File: config.mk
export PLATFORM = sky130hd
export DESIGN_NAME = armleocpu_icache_lite
export DESIGN_NICKNAME = d
export VERILOG_FILES = /design/src/rtl/armleocpu_icache_lite.sv
export SDC_FILE = /design/constraint.sdc
export NUM_CORES = 1
export LEC_CHECK = 0
export ABC_AREA = 1
export CAP_MARGIN = 10
export CORE_UTILIZATION = 35
export CTS_BUF_LIST = sky130_fd_sc_hd__clkbuf_4
export DETAILED_ROUTE_END_ITERATION = 7
export HOLD_SLACK_MARGIN = 0.02
export PLACE_DENSITY = 0.54
export SLEW_MARGIN = 20
export SYNTH_ARGS = -nofsm -noshare
export SYNTH_HDL_FRONTEND = slang
export SYNTH_SLANG_ARGS = --single-unit
File: constraint.sdc
create_clock -name clk -period 12.3 [get_ports clk]
set_input_delay 1.23 -clock clk [delete_from_list [all_inputs] [get_ports clk]]
set_output_delay 1.23 -clock clk [all_outputs]
set_load 0.02 [all_outputs]
File: src/rtl/armleocpu_icache_lite.sv
// armleocpu_icache_lite
//   Instruction-side responder for the fetch unit on MMU-less configurations.
//   Serves EXECUTE from a direct-mapped buffer of 2^ENTRIES_W one-word
//   entries, refills misses over a single-beat memory read port and
//   implements FLUSH_ALL. Never reports PAGEFAULT.
//
// Ports
//   clk, rst         single clock, synchronous active-high reset
//   c_cmd            fetch unit command (CACHE_CMD_* encoding)
//   c_address        fetch address, sampled when a command is accepted
//   c_response       registered CACHE_RESPONSE_* result
//   c_load_data      instruction word while c_response==DONE, else 0
//   c_reset_done     high once the reset invalidation walk is over
//   m_req/m_addr     memory read request, held until m_ack
//   m_ack/m_rdata/m_err  one-cycle completion strobe with data/bus error
module armleocpu_icache_lite #(
  parameter int          ENTRIES_W = 4,
  parameter logic [31:0] ADDR_LO   = 32'h0000_0000,
  parameter logic [31:0] ADDR_HI   = 32'hFFFF_FFFF
) (
  input  logic        clk,
  input  logic        rst,
  input  logic [3:0]  c_cmd,
  input  logic [31:0] c_address,
  output logic [3:0]  c_response,
  output logic [31:0] c_load_data,
  output logic        c_reset_done,
  output logic        m_req,
  output logic [31:0] m_addr,
  input  logic        m_ack,
  input  logic [31:0] m_rdata,
  input  logic        m_err
);

  // Encodings shared with armleocpu_cache.vh
  localparam logic [3:0] CMD_NONE      = 4'd0;
  localparam logic [3:0] CMD_EXECUTE   = 4'd1;
  localparam logic [3:0] CMD_FLUSH_ALL = 4'd4;

  localparam logic [3:0] RESP_IDLE        = 4'd0;
  localparam logic [3:0] RESP_WAIT        = 4'd1;
  localparam logic [3:0] RESP_DONE        = 4'd2;
  localparam logic [3:0] RESP_ACCESSFAULT = 4'd3;
  localparam logic [3:0] RESP_MISSALIGNED = 4'd5;

  localparam int ENTRIES = 1 << ENTRIES_W;
  localparam int TAG_W   = 32 - ENTRIES_W - 2;

  typedef enum logic [1:0] {
    S_INIT,
    S_READY,
    S_REFILL,
    S_FLUSH
  } state_t;

  state_t                 state, state_nxt;
  logic [ENTRIES_W-1:0]   walk_cnt, walk_cnt_nxt;
  logic [3:0]             resp_nxt;
  logic [31:0]            data_nxt;
  logic                   reset_done_nxt;
  logic                   m_req_nxt;
  logic [31:0]            m_addr_nxt;
  logic                   fill_we;
  logic                   clr_we;

  // Storage
  logic [ENTRIES-1:0]     valid;
  logic [TAG_W-1:0]       tag_mem  [ENTRIES];
  logic [31:0]            data_mem [ENTRIES];

  // Lookup for the incoming command
  logic [ENTRIES_W-1:0]   cmd_idx;
  logic [TAG_W-1:0]       cmd_tag;
  logic                   cmd_hit;
  logic                   cmd_misaligned;

  assign cmd_idx        = c_address[ENTRIES_W+1:2];
  assign cmd_tag        = c_address[31:ENTRIES_W+2];
  assign cmd_hit        = valid[cmd_idx] && (tag_mem[cmd_idx] == cmd_tag);
  assign cmd_misaligned = (c_address[1:0] != 2'b00);

  // Range check by 33-bit subtraction: the borrow bit tells which side of
  // the bound the address is on. Plain compares against the default
  // 0 / all-ones bounds would fold to constants.
  logic        below_lo, above_hi;
  logic [31:0] unused_lo_diff, unused_hi_diff;
  logic        cmd_out_of_range;

  assign {below_lo, unused_lo_diff} = {1'b0, c_address} - {1'b0, ADDR_LO};
  assign {above_hi, unused_hi_diff} = {1'b0, ADDR_HI} - {1'b0, c_address};
  assign cmd_out_of_range = below_lo | above_hi;

  // Refill target is always the latched request address
  logic [ENTRIES_W-1:0]   fill_idx;
  logic [TAG_W-1:0]       fill_tag;

  assign fill_idx = m_addr[ENTRIES_W+1:2];
  assign fill_tag = m_addr[31:ENTRIES_W+2];

  // Next-state / next-output logic. c_response and c_load_data default to
  // IDLE/0 so every result is shown for exactly one cycle.
  always_comb begin
    state_nxt      = state;
    walk_cnt_nxt   = walk_cnt;
    resp_nxt       = RESP_IDLE;
    data_nxt       = 32'h0;
    reset_done_nxt = c_reset_done;
    m_req_nxt      = m_req;
    m_addr_nxt     = m_addr;
    fill_we        = 1'b0;
    clr_we         = 1'b0;

    case (state)
      S_INIT: begin
        // Commands ignored; one valid bit cleared per cycle
        clr_we       = 1'b1;
        walk_cnt_nxt = walk_cnt + 1'b1;
        if (walk_cnt == '1) begin
          state_nxt      = S_READY;
          reset_done_nxt = 1'b1;
        end
      end

      S_READY: begin
        case (c_cmd)
          CMD_EXECUTE: begin
            if (cmd_misaligned) begin
              resp_nxt = RESP_MISSALIGNED;
            end else if (cmd_out_of_range) begin
              resp_nxt = RESP_ACCESSFAULT;
            end else if (cmd_hit) begin
              resp_nxt = RESP_DONE;
              data_nxt = data_mem[cmd_idx];
            end else begin
              state_nxt  = S_REFILL;
              resp_nxt   = RESP_WAIT;
              m_req_nxt  = 1'b1;
              m_addr_nxt = c_address;
            end
          end
          CMD_FLUSH_ALL: begin
            state_nxt    = S_FLUSH;
            resp_nxt     = RESP_WAIT;
            walk_cnt_nxt = '0;
          end
          default: begin
            resp_nxt = RESP_IDLE;
          end
        endcase
      end

      S_REFILL: begin
        // Re-presented EXECUTE during WAIT has no effect
        resp_nxt = RESP_WAIT;
        if (m_ack) begin
          state_nxt = S_READY;
          m_req_nxt = 1'b0;
          if (m_err) begin
            resp_nxt = RESP_ACCESSFAULT;
          end else begin
            fill_we  = 1'b1;
            resp_nxt = RESP_DONE;
            data_nxt = m_rdata;
          end
        end
      end

      S_FLUSH: begin
        // Held FLUSH_ALL during WAIT has no effect
        resp_nxt     = RESP_WAIT;
        clr_we       = 1'b1;
        walk_cnt_nxt = walk_cnt + 1'b1;
        if (walk_cnt == '1) begin
          state_nxt = S_READY;
          resp_nxt  = RESP_DONE;
        end
      end

      default: begin
        state_nxt = S_INIT;
      end
    endcase
  end

  // State and registered outputs
  always_ff @(posedge clk) begin
    if (rst) begin
      state        <= S_INIT;
      walk_cnt     <= '0;
      c_response   <= RESP_IDLE;
      c_load_data  <= 32'h0;
      c_reset_done <= 1'b0;
      m_req        <= 1'b0;
      m_addr       <= 32'h0;
    end else begin
      state        <= state_nxt;
      walk_cnt     <= walk_cnt_nxt;
      c_response   <= resp_nxt;
      c_load_data  <= data_nxt;
      c_reset_done <= reset_done_nxt;
      m_req        <= m_req_nxt;
      m_addr       <= m_addr_nxt;
    end
  end

  // Storage updates. Validity is cleared only by the INIT/FLUSH walk, so a
  // reset asserted mid-walk simply restarts it from entry 0.
  always_ff @(posedge clk) begin
    if (!rst) begin
      if (clr_we) begin
        valid[walk_cnt] <= 1'b0;
      end else if (fill_we) begin
        valid[fill_idx]    <= 1'b1;
        tag_mem[fill_idx]  <= fill_tag;
        data_mem[fill_idx] <= m_rdata;
      end
    end
  end

  // CMD_NONE is handled by the default arm; keep it named for readers.
  logic unused_cmd_none;
  assign unused_cmd_none = (c_cmd == CMD_NONE);

endmodule

==> results of run 1 <==
==> routing by layer <==
metal	up-vias	routed length, um	track usage, %
met5	-	27	0
met2	942	54800	30.4
li1	13100	-	-
met3	186	7060	3.19
met4	4	2360	7.36
met1	13900	53700	26.9
==> through the flow <==
| step | utilization (%) | power [W] | hold slack, ns | worst slack, ns | cell area (um^2) |
|---|---|---|---|---|---|
| after CTS | 40.9 | 0.00743 | 0.449 | 6.67 | 47700 |
| after floorplan | - | 0.00419 | 0.477 | 4.23 | 41400 |
| after global placement | 37.8 | 0.00436 | 0.443 | 5.46 | 44100 |
| after global routing | 40.9 | 0.00765 | 0.490 | 6.01 | 47800 |
| final | 40.9 | 0.00734 | 0.447 | 6.53 | 47800 |
| after detailed placement | 37.8 | 0.00436 | 0.440 | 5.41 | 44100 |
==> cells in the mapped netlist, drive strengths merged <==
master / number / area (um^2)
nor2: 176 / 673
a211oi: 4 / 30.0
clkbuf: 112 / 420
a21oi: 274 / 1370
conb: 1 / 3.75
a32o: 18 / 180
nand4: 10 / 62.6
ha: 9 / 113
o22ai: 1 / 6.26
a221o: 3 / 30.0
nor3: 11 / 55.1
nand3b: 10 / 75.1
dfxtp: 75 / 1500
a221oi: 79 / 692
or2: 4 / 25.0
buf: 112 / 692
o211ai: 28 / 210
o21ai: 150 / 751
a311o: 23 / 230
a21o: 1 / 7.51
o32ai: 5 / 43.8
a211o: 1 / 8.76
a22oi: 3 / 22.5
inv: 210 / 791
clkinv: 2 / 7.51
o21bai: 1 / 7.51
edfxtp: 944 / 28300
nor4: 7 / 43.8
o221ai: 3 / 26.3
o2111ai: 16 / 140
nand2: 881 / 3320
or3: 8 / 50.1
nand3: 293 / 1470
==> kinds of logic (layout without fill, tap and decap cells) <==
group / count (synthesis) / after routing / share of synthesized area, %
buffers and inverters: 436 / 887 / 4.61
adder cells (fa/ha/maj): 9 / 9 / 0.272
AND/OR/NAND/NOR: 1400 / 1400 / 13.9
flip-flops: 1019 / 1019 / 72.1
other: 1 / 8 / 0.00906
AO/OA/AOI/OAI: 610 / 610 / 9.07
==> worst paths after layout <==
path	startpoint	cells past startpoint	slack, ns	end
worst min register to register	m_addr[1]	2	0.45	m_addr[1]
worst min-delay path	m_addr[1]	2	0.45	m_addr[1]
worst max register to register	state[0]	10	7.92	tag_mem[9][15]
worst max-delay path	c_address[2]	20	6.53	m_addr[7]
==> where the power goes <==
part	internal (W)	switching, W	total (W)
logic	0.000141	0.000335	0.000476
registers	0.00379	0.0000196	0.00381
clock network	0.00168	0.00138	0.00305
==> state kept, by name, summed over array words and instances (netlist names) <==
name          cells
data_mem        512
m_addr           32
tag_mem         416
c_load_data      32
walk_cnt          4
valid            16
c_reset_done      1
state             2
m_req             1
c_response        3
==> layout make-up <==
cell class | count | area [um^2]
Inverter | 212 | 826
Multi-Input combinational cell | 2020 | 9770
Timing Repair Buffer | 190 | 1840
Fill cell | 11200 | 68900
Antenna cell | 7 | 17.5
Tap cell | 1524 | 1910
Clock buffer | 446 | 3350
Sequential cell | 1019 | 29800
Clock inverter | 39 | 206
==> critical path: stages <==
cell,delay [ns]
buf_8,0.61
buf_4,0.66
buf_4,0.83
buf_4,0.94
nor2_1,0.12
nor2_1,0.11
o21ai_0,0.09
nand3_1,0.13
nand3_1,0.12
nand2_1,0.10
nand2_1,0.05
nand3_1,0.06
nor2_1,0.05
nand2_1,0.07
nor2_2,0.05
nand2_4,0.14
nand2_4,0.16
inv_2,0.77
o21ai_0,0.15
a21oi_1,0.14
==> Flow_metrics.wiki, run 1 <==
{| class="wikitable"
! Metric !! Value
|-
| CTS root buf || clkbuf_4
|-
| Total Neg Setup Slack || 0 ns
|-
| Inserted Clock Buffers || between 200 and 300
|-
| Worst setup EP type || register
|-
| Maximum capacitance violations || 0
|-
| Number of rows in the core area || 125
|-
| Wirelength per Cell || 21.6 um
|-
| Worst slew slack as a fraction of its limit || 25.8%
|-
| Startpoint-to-endpoint class of the critical path || in -> reg
|-
| CP arrival || approximately 6.8 ns
|-
| Share of the clock period used by the worst path after layout || 46.9%
|-
| CP required || 13.34 ns
|-
| Area of the mapped netlist || about 0.041 mm^2
|-
| Total count of max-transition violations in the final report || 0
|-
| Unrepaired setup endpoints after global routing || false
|-
| Buffers added on ports || 140
|-
| Number of buffers inserted by hold repair at cts || 0
|-
| Critical path peak fanout || 119
|-
| Slew of the pin with the lowest slew margin || 1.11 ns
|-
| Placer congestion estimate || 0.782
|-
| Starting density of the core || 35.5%
|-
| Post-CTS Setup Inserts || 0
|-
| Average vias per placed instance || roughly 5
|-
| Fraction of the yosys area taken by sequential cells || between 70% and 80%
|-
| Core region area || 0.117 mm^2
|-
| Via total after detailed routing || 28100
|-
| Number of nets in the synthesized netlist || 3556
|-
| Share of final-layout standard cells stronger than drive strength 1 || ~14%
|-
| Total I/O pin count || 142
|-
| Worst setup SP type || input pin
|-
| Clock period minus worst slack || 5.77 ns
|-
| CTS tree || done
|-
| Area added between synthesis and finish || 15.4%
|-
| Final HPWL DP || roughly 57000 um
|-
| Clock slew at reported path FFs || 0.06 ns
|-
| Leftover overflow at the end of global routing || 0
|-
| Leakage power || 17.2 nW
|-
| Clock latency reported for the late side of the worst-skew pair || 1.19 ns
|-
| Highest attainable clock frequency || 173 MHz
|-
| Overall track demand over capacity in global routing || 19.4%
|-
| Pwr dens || 154 mW/mm^2
|-
| Inst Count DP || 4962
|-
| Sink Count || between 1000 and 1500
|-
| Final antenna-violating net count || 0
|-
| Final hold violations || 0
|-
| Top library cells by usage in the layout, fill and taps aside || edfxtp_1 (944), nand2_1 (879), clkbuf_4 (446)
|-
| Average cell area after synthesis || 11.9 um^2
|-
| H-tree Lvls || 5
|-
| Starting DRT DRC Count || 2487
|-
| Remaining routing DRC violations || 0
|-
| Post-synthesis instance total || 3475
|-
| Largest net degree at the start of global routing || 265
|-
| Flip-flop and latch count after synthesis || 1019
|-
| NumNets Final || 3809
|-
| Quantity of gates resized following cts || 0
|-
| First-pass detailed-route iteration total || 6
|-
| Most frequent standard cell in the layout excluding fill and tap cells || edfxtp_1
|-
| Post-Layout Cell Count || ~5500
|-
| Number of warnings issued by yosys || 0
|-
| Die extent in y || 346 um
|-
| Outcome || complete, no violations
|-
| Count of different cell masters after synthesis || 43
|-
| Global-route wire length before repair || 173000 um
|-
| Vias in the first global route || 27000
|-
| Setup clock skew after layout || 0.0829 ns
|-
| Die Area || about 0.12 mm^2
|-
| Horizontal die dimension || 346 um
|-
| Worst vdd rail ir drop || 0.0959 mV
|-
| Number of setup violations in the final report || 0
|-
| Total detailed-routing wirelength || 118000 um
|-
| Path type of the worst min-delay path || reg -> reg
|-
| Maximum buffer depth of the clock tree || 4
|-
| Antenna violations before repair || 4
|}
(Power assumes the default switching activity.)
==> inputs of run 2 (changes only) <==
--- a/config.mk
+++ b/config.mk
@@ -11,7 +11,7 @@
 export CTS_BUF_LIST = sky130_fd_sc_hd__clkbuf_4
 export DETAILED_ROUTE_END_ITERATION = 7
 export HOLD_SLACK_MARGIN = 0.02
-export PLACE_DENSITY = 0.54
+export PLACE_DENSITY = 0.56
 export SLEW_MARGIN = 20
 export SYNTH_ARGS = -nofsm -noshare
 export SYNTH_HDL_FRONTEND = slang
==> constraint.sdc (replaced) <==
create_clock -name clk -period 5 [get_ports clk]
set_input_delay 0.5 -clock clk [delete_from_list [all_inputs] [get_ports clk]]
set_output_delay 0.5 -clock clk [all_outputs]
set_load 0.02 [all_outputs]
==> run 2 against run 1 <==
  * Die area unchanged
  * Flip-flop and latch count unchanged
  * Final cell count decreased by 0.18%
  * Combinational power increased by 150%
  * Non-clock buffer count increased by 11
==> Flow_metrics.wiki, run 2 (synthesis results as in run 1) <==
{| class="wikitable"
! Metric !! Value
|-
| Share of total power in combinational logic || 6.6%
|-
| Die Area || about 0.12 mm^2
|-
| Largest net degree at the start of global routing || 195
|-
| Clock latency reported for the late side of the worst-skew pair || approximately 1.1 ns
|-
| Path depth of the worst reg2reg path || 8
|-
| Switching power as a share of total power || between 20% and 30%
|-
| Inserted Clock Buffers || approximately 280
|-
| Register ranked first by flip-flop count || data_mem
|-
| Largest delay share family, worst path || buffers and inverters
|-
| Starting density of the core || ~35%
|-
| Number of setup violations in the final report || 0
|-
| Clock period minus worst slack || 3.09 ns
|-
| Outcome || complete, no violations
|-
| Critical register-to-register path startpoint || state[1]
|-
| Path type of the worst min-delay path || in -> reg
|-
| Horizontal die dimension || 346 um
|-
| Leftover overflow at the end of global routing || 0
|-
| Total Neg Setup Slack || 0 ns
|-
| Worst slew slack as a fraction of its limit || 32.9%
|-
| Clock Power Share || between 40% and 50%
|-
| Vias in the first global route || 27000
|-
| CTS root buf || clkbuf_4
|-
| Final HPWL DP || 53600 um
|-
| Destination of the worst register-to-register timing path || data_mem[8][20]
|-
| Remaining routing DRC violations || 0
|-
| Number of cells traversed by the worst hold path || 3
|-
| Via total after detailed routing || ~28000
|-
| Final hold violations || 0
|-
| Antenna violations before repair || 11
|-
| Critical path peak fanout || 18
|-
| Total I/O pin count || between 100 and 150
|-
| List of cells traversed by the critical path || clkdlybuf4s50_1
|-
| Sequential share of power || 53.0%
|-
| Area added between synthesis and finish || 15.8%
|-
| Total count of max-transition violations in the final report || 0
|-
| Layout fillers || approximately 11000
|-
| CP arrival || 2.59 ns
|-
| Worst setup EP type || primary output
|-
| First-pass detailed-route iteration total || 6
|-
| Finished Cell Area || 0.0479 mm^2
|-
| Worst vdd rail ir drop || 0.167 mV
|-
| Setup slack of the worst register-to-register path || roughly 1.9 ns
|-
| Starting DRT DRC Count || 2161
|-
| Most frequent standard cell in the layout excluding fill and tap cells || edfxtp_1
|-
| Number of rows in the core area || around 130
|-
| Overall track demand over capacity in global routing || 19.2%
|-
| Final antenna-violating net count || 0
|-
| Startpoint-to-endpoint class of the critical path || reg -> out
|-
| Core region area || 0.117 mm^2
|-
| NumNets Final || 3810
|-
| Wirelength per Cell || approximately 21 um
|-
| Slew of the pin with the lowest slew margin || 1.01 ns
|-
| Critical Path Slowest Stage Cell || clkdlybuf4s50_1
|-
| CP required || roughly 4.5 ns
|-
| Worst setup SP type || register
|-
| Share of the clock period used by the worst path after layout || 61.8%
|-
| Die extent in y || 346 um
|-
| Delay of the slowest cell on the worst path || between 0.8 and 0.9 ns
|-
| Net Switching || 0.00417 W
|-
| Maximum capacitance violations || 0
|-
| Clock slew at reported path FFs || around 0.06 ns
|-
| Area of all sequential standard cells || between 0.02 and 0.03 mm^2
|-
| Start point of the worst hold path || c_address[30]
|-
| Placer congestion estimate || 0.794
|-
| Highest attainable clock frequency || 324 MHz
|-
| Leakage power || roughly 17 nW
|-
| Registers with the most flip-flops || data_mem: 512 flops, tag_mem: 416 flops
|-
| Pwr dens || 369 mW/mm^2
|-
| Hold-critical path endpoint || m_addr[30]
|-
| Share of final-layout standard cells stronger than drive strength 1 || 13.2%
|-
| Quantity of gates resized following cts || 0
|-
| Top library cells by usage in the layout, fill and taps aside || edfxtp_1 (944), nand2_1 (879), clkbuf_4 (420)
|-
| Sink Count || 1019
|-
| Unrepaired setup endpoints after global routing || false
|-
| Average vias per placed instance || 5.16
|-
| Flip-flop count of the largest register, all copies and words added || 512
|-
| CTS tree || done
|-
| Total detailed-routing wirelength || about 120000 um
|-
| Global-route wire length before repair || 172000 um
|-
| Multi-input gate area || 0.00982 mm^2
|-
| Maximum buffer depth of the clock tree || 4
|-
| Internal power consumption || roughly 0.014 W
|-
| Placed instance area || 0.0445 mm^2
|-
| Setup clock skew after layout || 0.0698 ns
|-
| CP Buf/Inv Count || 1
|-
| H-tree Lvls || 5
|-
| Buffers added on ports || 140
|}
## run 2: metrics by stage
stage | hold WS (ns) | cells | worst slack (ns) | total power (W) | util (%)
finish | 0.121 | 5447 | 1.91 | 0.0177 | 41.1
global route | 0.0439 | 5446 | 1.70 | 0.0185 | 41.1
CTS | 0.0266 | 5438 | 1.77 | 0.0179 | 41.1
detailed placement | 0.480 | 4968 | 0.833 | 0.0107 | 38.1
global placement | 0.480 | 4968 | 0.863 | 0.0107 | 38.1
floorplan | 0.477 | 3475 | -0.151 | 0.0103 | -
## run 2: worst max-delay path by stage
stage	depth (start not counted)	from	slack [ns]	end
2_1_floorplan	6	state[0]	-0.15	data_mem[12][0]
3_5_place_dp	18	c_address[3]	0.83	m_addr[9]
6_report	1	m_addr[24]	1.91	m_addr[24]
4_1_cts	1	m_addr[27]	1.77	m_addr[27]
5_1_grt	8	state[1]	1.70	tag_mem[5][11]
3_3_place_gp	18	c_address[3]	0.86	m_addr[13]
## run 2: final cells by class
cell class / instances / share of cell area (%)
Sequential cell: 1019 / 62.3
Tap cell: 1524 / 3.98
Clock buffer: 420 / 6.58
Timing Repair Buffer: 201 / 4.55
Multi-Input combinational cell: 2020 / 20.5
Clock inverter: 42 / 0.386
Antenna cell: 9 / 0.0470
Inverter: 212 / 1.72
## run 2: routing by layer
| metal | wire length (um) | global-route usage, % | vias to the layer above |
|---|---|---|---|
| met5 | 48 | 0 | - |
| met4 | 2820 | 7.27 | 10 |
| met3 | 7000 | 3.78 | 225 |
| met2 | 55700 | 30.6 | 924 |
| met1 | 51000 | 25.7 | 13800 |
| li1 | - | - | 13100 |
## run 2: repair_timing
action	in CTS	in global routing
setup endpoints to repair	0	0
endpoints found under the hold margin	8	0
buffers inserted	0	0
hold buffers	8	0
## run 2: power by group through the flow
stage,clock network [W],logic [W],registers [W]
4_1_cts,0.00736,0.00118,0.00938
3_3_place_gp,0,0.00115,0.00956
6_report,0.00716,0.00117,0.00938
3_5_place_dp,0,0.00117,0.00956
5_1_grt,0.00780,0.00130,0.00938
2_1_floorplan,0,0.000760,0.00955
## run 2: tightest hold or removal path, delay by kind of cell
kind | cells | cell delay, ns
buffers and inverters | 2 | 0.57
AOI/OAI and AO/OA | 1 | 0.06
